`src/rtl/vram_arbiter.sv`:
```
// Purpose : N-client VRAM arbiter. Fixed priority for client 0 (optional) over round-robin;
//           runs one timed VRAM cycle per grant on registered, active-low strobes.
// Latency : request sampled at edge t -> ack pulse in the cycle after edge t+ACCESS_CYCLES;
//           back-to-back throughput is one access per ACCESS_CYCLES+2 clocks.
// Backpr. : level req is held by the client until its ack; losers simply keep waiting.
//
// Ports:
//   clk, reset           system clock, asynchronous active-high reset
//   req/wr               per-client request level and direction (1 = write)
//   addr/be/wr_data      flattened per-client payload, client i at [i*W +: W]
//   ack                  one-hot, one-cycle completion pulse
//   rd_data              read data, valid in the ack cycle and held until the next read
//   _vram_en/_rd/_wr/_be active-low VRAM strobes
//   vram_addr            VRAM address
//   vram_data_out/_oe    write data and pad drive enable
//   vram_data_in         read data from pad
module vram_arbiter #(
   parameter int NUM_CLIENTS      = 3,
   parameter int ADDR_WIDTH       = 17,
   parameter int DATA_WIDTH       = 16,
   parameter int ACCESS_CYCLES    = 2,
   parameter int PRIORITY_CLIENT0 = 1
) (
   input  logic                                clk,
   input  logic                                reset,
   input  logic [NUM_CLIENTS-1:0]              req,
   input  logic [NUM_CLIENTS-1:0]              wr,
   input  logic [NUM_CLIENTS*ADDR_WIDTH-1:0]   addr,
   input  logic [NUM_CLIENTS*DATA_WIDTH/8-1:0] be,
   input  logic [NUM_CLIENTS*DATA_WIDTH-1:0]   wr_data,
   output logic [NUM_CLIENTS-1:0]              ack,
   output logic [DATA_WIDTH-1:0]               rd_data,
   output logic                                _vram_en,
   output logic                                _vram_rd,
   output logic                                _vram_wr,
   output logic [DATA_WIDTH/8-1:0]             _vram_be,
   output logic [ADDR_WIDTH-1:0]               vram_addr,
   output logic [DATA_WIDTH-1:0]               vram_data_out,
   output logic                                vram_data_oe,
   input  logic [DATA_WIDTH-1:0]               vram_data_in
);

   localparam int BE_W  = DATA_WIDTH / 8;
   localparam int IDX_W = $clog2(NUM_CLIENTS);
   localparam int CNT_W = 4;

   typedef enum logic [1:0] {
      ST_IDLE   = 2'd0,
      ST_ACCESS = 2'd1,
      ST_ACK    = 2'd2
   } state_t;

   state_t                 state_q, state_d;
   logic [CNT_W-1:0]       cnt_q, cnt_d;
   logic [IDX_W-1:0]       ptr_q, ptr_d;
   logic [IDX_W-1:0]       gnt_q, gnt_d;
   logic                   dir_wr_q, dir_wr_d;
   logic [NUM_CLIENTS-1:0] ack_q, ack_d;
   logic [DATA_WIDTH-1:0]  rd_data_q, rd_data_d;
   logic                   en_n_q, en_n_d;
   logic                   rd_n_q, rd_n_d;
   logic                   wr_n_q, wr_n_d;
   logic [BE_W-1:0]        be_n_q, be_n_d;
   logic [ADDR_WIDTH-1:0]  addr_q, addr_d;
   logic [DATA_WIDTH-1:0]  dout_q, dout_d;
   logic                   oe_q, oe_d;

   // ------------------------------------------------------------------
   // Winner selection. The request vector is rotated so that the pointer
   // position lands at bit 0; the first set bit is then the offset from
   // the pointer, and the offset is added back modulo NUM_CLIENTS.
   // ------------------------------------------------------------------
   logic [2*NUM_CLIENTS-1:0] req_dbl;
   logic [NUM_CLIENTS-1:0]   req_rot;
   logic [IDX_W-1:0]         rr_off;
   logic                     rr_found;
   logic [IDX_W:0]           rr_sum;
   logic [IDX_W-1:0]         win_idx;
   logic                     any_req;

   always_comb begin
      req_dbl  = {req, req} >> ptr_q;
      req_rot  = req_dbl[NUM_CLIENTS-1:0];
      rr_off   = '0;
      rr_found = 1'b0;
      for (int d = 0; d < NUM_CLIENTS; d++) begin
         if (!rr_found && req_rot[d]) begin
            rr_found = 1'b1;
            rr_off   = IDX_W'(d);
         end
      end
      rr_sum = {1'b0, ptr_q} + {1'b0, rr_off};
      if (rr_sum >= (IDX_W+1)'(NUM_CLIENTS)) begin
         rr_sum = rr_sum - (IDX_W+1)'(NUM_CLIENTS);
      end
      win_idx = IDX_W'(rr_sum);
      // Display refresh pre-empts the rotation when enabled.
      if ((PRIORITY_CLIENT0 != 0) && req[0]) begin
         win_idx = '0;
      end
      any_req = |req;
   end

   // Payload of the winning client.
   logic [ADDR_WIDTH-1:0] sel_addr;
   logic [BE_W-1:0]       sel_be;
   logic [DATA_WIDTH-1:0] sel_wdat;
   logic                  sel_wr;

   always_comb begin
      sel_addr = '0;
      sel_be   = '0;
      sel_wdat = '0;
      sel_wr   = 1'b0;
      for (int i = 0; i < NUM_CLIENTS; i++) begin
         if (win_idx == IDX_W'(i)) begin
            sel_addr = addr[i*ADDR_WIDTH +: ADDR_WIDTH];
            sel_be   = be[i*BE_W +: BE_W];
            sel_wdat = wr_data[i*DATA_WIDTH +: DATA_WIDTH];
            sel_wr   = wr[i];
         end
      end
   end

   // ------------------------------------------------------------------
   // Access sequencer: next-state and registered-output logic.
   // ------------------------------------------------------------------
   always_comb begin
      state_d   = state_q;
      cnt_d     = cnt_q;
      ptr_d     = ptr_q;
      gnt_d     = gnt_q;
      dir_wr_d  = dir_wr_q;
      ack_d     = ack_q;
      rd_data_d = rd_data_q;
      en_n_d    = en_n_q;
      rd_n_d    = rd_n_q;
      wr_n_d    = wr_n_q;
      be_n_d    = be_n_q;
      addr_d    = addr_q;
      dout_d    = dout_q;
      oe_d      = oe_q;

      case (state_q)
         ST_IDLE: begin
            if (any_req) begin
               state_d  = ST_ACCESS;
               gnt_d    = win_idx;
               dir_wr_d = sel_wr;
               addr_d   = sel_addr;
               dout_d   = sel_wdat;
               // Strobes, byte lanes and pad drive all go active on the
               // grant edge so data is valid with the first strobe cycle.
               en_n_d   = 1'b0;
               rd_n_d   = sel_wr;
               wr_n_d   = ~sel_wr;
               be_n_d   = ~sel_be;
               oe_d     = sel_wr;
               cnt_d    = CNT_W'(ACCESS_CYCLES - 1);
            end
         end

         ST_ACCESS: begin
            if (cnt_q == '0) begin
               if (!dir_wr_q) begin
                  rd_data_d = vram_data_in;
               end
               ack_d   = NUM_CLIENTS'(1) << gnt_q;
               en_n_d  = 1'b1;
               rd_n_d  = 1'b1;
               wr_n_d  = 1'b1;
               be_n_d  = '1;
               oe_d    = 1'b0;
               ptr_d   = (gnt_q == IDX_W'(NUM_CLIENTS - 1)) ? '0 : gnt_q + 1'b1;
               state_d = ST_ACK;
            end else begin
               cnt_d = cnt_q - 1'b1;
            end
         end

         ST_ACK: begin
            // Turnaround: requests are not looked at here, which gives the
            // acked client a clock to drop its req before the next grant.
            ack_d   = '0;
            state_d = ST_IDLE;
         end

         default: begin
            state_d = ST_IDLE;
         end
      endcase
   end

   always_ff @(posedge clk or posedge reset) begin
      if (reset) begin
         state_q   <= ST_IDLE;
         cnt_q     <= '0;
         ptr_q     <= '0;
         gnt_q     <= '0;
         dir_wr_q  <= 1'b0;
         ack_q     <= '0;
         rd_data_q <= '0;
         en_n_q    <= 1'b1;
         rd_n_q    <= 1'b1;
         wr_n_q    <= 1'b1;
         be_n_q    <= '1;
         addr_q    <= '0;
         dout_q    <= '0;
         oe_q      <= 1'b0;
      end else begin
         state_q   <= state_d;
         cnt_q     <= cnt_d;
         ptr_q     <= ptr_d;
         gnt_q     <= gnt_d;
         dir_wr_q  <= dir_wr_d;
         ack_q     <= ack_d;
         rd_data_q <= rd_data_d;
         en_n_q    <= en_n_d;
         rd_n_q    <= rd_n_d;
         wr_n_q    <= wr_n_d;
         be_n_q    <= be_n_d;
         addr_q    <= addr_d;
         dout_q    <= dout_d;
         oe_q      <= oe_d;
      end
   end

   assign ack           = ack_q;
   assign rd_data       = rd_data_q;
   assign _vram_en      = en_n_q;
   assign _vram_rd      = rd_n_q;
   assign _vram_wr      = wr_n_q;
   assign _vram_be      = be_n_q;
   assign vram_addr     = addr_q;
   assign vram_data_out = dout_q;
   assign vram_data_oe  = oe_q;

endmodule

```
`config.mk`:
```
export PLATFORM = sky130hd
export DESIGN_NAME = vram_arbiter
export DESIGN_NICKNAME = d
export VERILOG_FILES = /design/src/rtl/vram_arbiter.sv
export SDC_FILE = /design/constraint.sdc
export NUM_CORES = 1
export LEC_CHECK = 0
export CELL_PAD_IN_SITES_DETAIL_PLACEMENT = 1
export CELL_PAD_IN_SITES_GLOBAL_PLACEMENT = 1
export CORE_MARGIN = 4
export CORE_UTILIZATION = 31
export DETAILED_ROUTE_END_ITERATION = 6
export GPL_TIMING_DRIVEN = 0
export MAX_ROUTING_LAYER = met4
export PLACE_DENSITY = 0.89
export SETUP_SLACK_MARGIN = 0.3
export SYNTH_ARGS = -nofsm -noshare
export SYNTH_HDL_FRONTEND = slang
export SYNTH_SLANG_ARGS = --single-unit
```
`constraint.sdc`:
```
create_clock -name clk -period 9.9 [get_ports clk]
set_input_delay 1.98 -clock clk [delete_from_list [all_inputs] [get_ports clk]]
set_output_delay 1.98 -clock clk [all_outputs]
set_load 0.01 [all_outputs]
```
# == Yosys cells after proc, flatten, opt, wreduce, memory -nomap -nowiden ==
# Index checks and enable logic that the tools add are counted.
# op_classes
n_addsub,4
multipliers,0
div_mod_pow,0
order_cmp,1
eq_ne,8
n_shift,2
mux,39
bitwise_logic,3
n_reduce_logical,17
# op_table
op,n
$mux W17,3
$mux W16,3
$mux W2,11
$mux W1,11
$reduce_and A3 Y1,3
$mux W4,2
$pmux W1 S2,4
$pmux W2 S2,2
$pmux W4 S2,1
$reduce_and A2 Y1,4
$eq A2 B2 Y1 const B,3
$ne A2 B2 Y1 const B,3
$pmux W3 S2,1
$shr A6 B2 Y3,1
$eq A2 B1 Y1 const B,2
$logic_not A2 Y1,2
$logic_not A4 Y1,1
$reduce_bool A2 Y1,2
$sub A4 B1 Y4 const B,1
$add A2 B2 Y3,1
$ge A3 B2 Y1 const B,1
$mux W3,1
$reduce_or A3 Y1,1
$shl A1 B2 Y3 const A,1
other kinds (6),9
# word_totals
ff_bits,69
latchBits,0
ramBits,0
mem_bits_ro,0
inputBits,129
output_inout_bits,58
wordCells,88
mem_count,0

# == Longest topological paths before layout ==
# logic_depth
word_depth,19
depth_mapped,16
ltp_nobuf,14

# == Least setup slack after synthesis ==
# No wires, ideal clock.
# synth_path
kind,input to register
start,input req[0]
end,"register addr_q[0], in the netlist vram_addr[0]"
setup_ns,0.083
arrival_ns,4.857
required_ns,9.817
setup_slack_ns,4.960
cell_stages,16
n_path_buf,2
cell_sequence,buf_6 inv_1 nor3_1 a31oi_1 a21oi_1 ha_1 inv_1 fa_1 inv_1 ha_1 or3b_1 a221o_2 a211oi_4 buf_6 a22oi_1 o21ai_0
# synth_via
elab_chain_cells,16
word_cells_on_any_way,22
classes_between,add/sub (2); order compare (1); eq/ne (2); shift (1); mux (9); reduce/logical (7)
# synth_lines
element,line,text
from (decl),26,"input logic [NUM_CLIENTS-1:0] req,"
$shr A6 B2 Y3,82,"req_dbl = {req, req} >> ptr_q;"
$mux W1,87,if (!rr_found && req_rot[d]) begin
$logic_not A1 Y1,87,
$logic_and A1 B1 Y1,87,
$mux W1,87,
$logic_not A1 Y1,87,
$logic_and A1 B1 Y1,87,
$mux W2,87,
$add A2 B2 Y3,92,"rr_sum = {1'b0, ptr_q} + {1'b0, rr_off};"
$ge A3 B2 Y1 / $sub A2 B2 Y2 (equally long branches),"93, 94",
$mux W2,93,if (rr_sum >= (IDX_W+1)'(NUM_CLIENTS)) begin
$mux W2,98,if ((PRIORITY_CLIENT0 != 0) && req[0]) begin
$logic_not A2 Y1,116,if (win_idx == IDX_W'(i)) begin
$mux W17 (3 in a row),116,
to (signal assigned),222,addr_q <= addr_d;
to (decl),64,"logic [ADDR_WIDTH-1:0] addr_q, addr_d;"
# Several ways; a longest one is shown, not always the timed one.
# A chain may end at the register's enable or synchronous reset.

# == Final worst setup path ==
# layout_path
start,input req[0]
end,"register addr_q[1], in the netlist vram_addr[1]"
# The elaborated chain is that of the path after synthesis.

==> results.md <==
- Placed Area: ~5400 um2
- Tmin final: between 5 and 6 ns
- Initial Util: a little under a third
- Max_slew headroom: about 44%
- I/O pins: around 190
- Maximum VDD drop: 0.117 mV
- Worst setup SP type: input pin
- Post-CTS Hold Buffers: 0
- Post-Syn Area: around 3400 um2
- Core Box Area: between 10000 and 15000 um2
- Latest clock arrival within the worst-skew pair: between 0.3 and 0.4 ns
- Fmax: between 150 and 200 MHz
- Layout cell share with drive strength beyond 1: between 10% and 20%
- Synth-to-layout area growth: 66.2%
- Logic pwr share: a little under three fifths
- Multi-input gate area: ~1500 um2
- Final-report hold violation count: 0
- Fin Hold WS: approximately 0.46 ns
- Worst path arrival time: between 5 and 6 ns
- Largest net degree at the start of global routing: 70
- Ys Warns: 0
- ANT cells: 0
- Fin worst setup slack: between 4 and 5 ns
- Clk pwr share: 14.7%
- Die area: approximately 13000 um2
- Post-synth EDFFs: 0
- Post-DP HPWL: around 9 mm
- Reg area: between 1500 and 2000 um2
- Ranking of synthesized cells by area: dfrtp_1, mux2i_1, a22oi_1, mux2_2, o21ai_0
- Max-Cap Viols: 0
- CTS H-tree depth: 3
- Flops & latches, synth: 69
- Setup-failing EPs final: 0
- CTS tree: yes
- Site Rows: 38
- Global route overflow: 0
- DR pass1 iterations: 4
- Resize count post-CTS: 0
- Slew @ Worst Pin: roughly 0.84 ns
- Post-synthesis sequential area ratio: about half
- Wire per inst: 17.9 um
- CTS sink count: 69
- Clock transition at path regs: around 0.080 ns
- CTS Buf Count: 9
- Avg Inst Size Synth: around 12 um2
- Pwr Total: around 1.7 mW
- Pwr Density: approximately 310 nW/um2
- Max Root-Sink Buffers: 2
- Initial antenna violation count: 0
- Yosys cell types: 47
- Port bufs: ~190
- Nets: around 620
- Via count: approximately 3200
- Post-CTS setup buffers: 0
- Total track usage: about a fifth
- Drt drc: 0
- Seq pwr share: 29.1%
- Pleak: between 2 and 2.5 nW
- Most area-hungry cell type in the Yosys netlist: dfrtp_1
- CP Class: input pin to flop
- Pre-CTS setup slack: 3.88 ns
- Root buffer cell: clkbuf_8
- Critical Path RT: approximately 10 ns
- Die Y: roughly 110 um
- Async set-reset flop share out of synthesis: 100%
- Vias/cell: roughly 5.0
- Primary FF master, synth: dfrtp_1
- Synthesized net count: roughly 430
- Setup skew after layout: around 0.0082 ns
- Sw Pwr: 0.650 mW
- Placer Congestion: ~0.75
- Number of global-route vias before repair: ~3600
- Initial drt markers: 80
- ANT nets after route: 0
- Design Area, Final: approximately 5700 um2
- Unrepaired setup endpoints after global routing: no
- Max-slew violations: 0
- Hold/Removal Path Class: flop to flop
- Final TNS setup: 0 ns
- DIE WIDTH: roughly 110 um
- Fin crit share: around 57%
- Drt total wl: approximately 11 mm
- Pint: ~1.1 mW
- Sw Ratio: a little under two fifths
- Syn Inst Count: a little under 300
- CP Capture Type: flop
- Fillers: 1146
- Yosys top cell area share: 47.0%
- Status: finished clean
- First-pass GRT wire length: about 19 mm
- Peak fanout along the critical path: 10
## final timing paths
check	depth (start not counted)	endpoint	from	slack, ns
worst max register to register	14	vram_addr[1]$_DFFE_PP0P_	ptr_q[0]$_DFFE_PP0P_	6.16
min in group asynchronous	2	rd_data[14]$_DFFE_PP0P_	reset	2.19
worst max-delay path	16	vram_addr[1]$_DFFE_PP0P_	req[0]	4.30
worst min register to register	2	_vram_en$_DFFE_PP1P_	_vram_en$_DFFE_PP1P_	0.46
max in group asynchronous	2	vram_addr[13]$_DFFE_PP0P_	reset	7.17
worst min-delay path	2	_vram_en$_DFFE_PP1P_	_vram_en$_DFFE_PP1P_	0.46
## power groups by stage
stage	clock [mW]	combinational, mW	sequential (mW)
floorplan	0	0.517	0.551
global placement	0	0.955	0.500
detailed placement	0	0.995	0.512
CTS	0.263	1.00	0.508
global route	0.278	1.08	0.525
finish	0.255	0.978	0.506
## metal layers
layer,track usage [%],routed length (um)
met5,-,0
met3,6.10,875
met2,33.6,6010
met1,20.7,4370
met4,4.25,144
## cells by family after synthesis
logic type | share of synthesized area, %
multiplexers | 15.7
buffers and inverters | 5.39
AO/OA/AOI/OAI | 17.8
AND/OR/NAND/NOR | 8.11
adder cells (fa/ha/maj) | 1.69
flip-flops | 50.8
XOR/XNOR | 0.514
## cell usage after synthesis, drive strengths merged, types with 3 or more instances
cell type	number
inv	9
clkbuf	6
nor2	11
nand3	6
a221o	3
mux2	19
a21oi	4
ha	3
or3b	3
nor3	6
o21a	3
nand2b	3
buf	11
a22oi	31
nand2	13
o21ai	40
mux2i	32
dfrtp	64
dfstp	5
## final cells by class
class	instances	share of cell area [%]
clock inverter	5	1.50
multi-input combinational	199	26.3
buffer	17	2.65
inverter	9	0.640
tap	140	3.09
timing repair buffer	186	32.9
sequential	69	30.6
clock buffer	11	2.32
## cell usage in the layout (no fill, tap or decap), types with 4 or more instances in the layout
master           Yosys  layout
mux2i_1             32      32
a22oi_1             31      31
a21oi_1              4       4
dfrtp_1             64      64
clkbuf_8             1      10
nor3_1               6       6
buf_6                8       8
nand2_1             13      13
nor2_1               9       9
dfstp_2              5       5
mux2_2              19      19
clkdlybuf4s50_1      0     186
clkbuf_1             3       5
inv_1                9       8
o21ai_1              5       5
nand3_1              6       6
o21ai_0             35      35
## critical path, stage by stage
cell and delay, ns:
clkdlybuf4s50_1 0.49, buf_6 0.14, inv_1 0.13, nor3_1 0.21, a31oi_1 0.06, a21oi_1 0.16, ha_1 0.16, inv_1 0.05
fa_1 0.52, inv_1 0.06, ha_1 0.19, or3b_1 0.36, a221o_2 0.44, nand2_1 0.29, clkbuf_1 0.36, o21ai_0 0.19
## flip-flops by register name (all words and copies together), names as in the netlist
signal,flops
_vram_en,1
cnt_q,4
_vram_be,2
vram_data_oe,1
dir_wr_q,1
rd_data,16
_vram_wr,1
vram_data_out,16
state_q,2
ack,3
ptr_q,2
gnt_q,2
_vram_rd,1
vram_addr,17
## stage by stage
step | std cells | util, %
finish | 636 | 52.5
CTS | 636 | 52.5
detailed placement | 620 | 50.5
floorplan | 294 | -
global placement | 620 | 50.5
global route | 636 | 52.5
No activity file was read; power rests on OpenSTA's default activity.
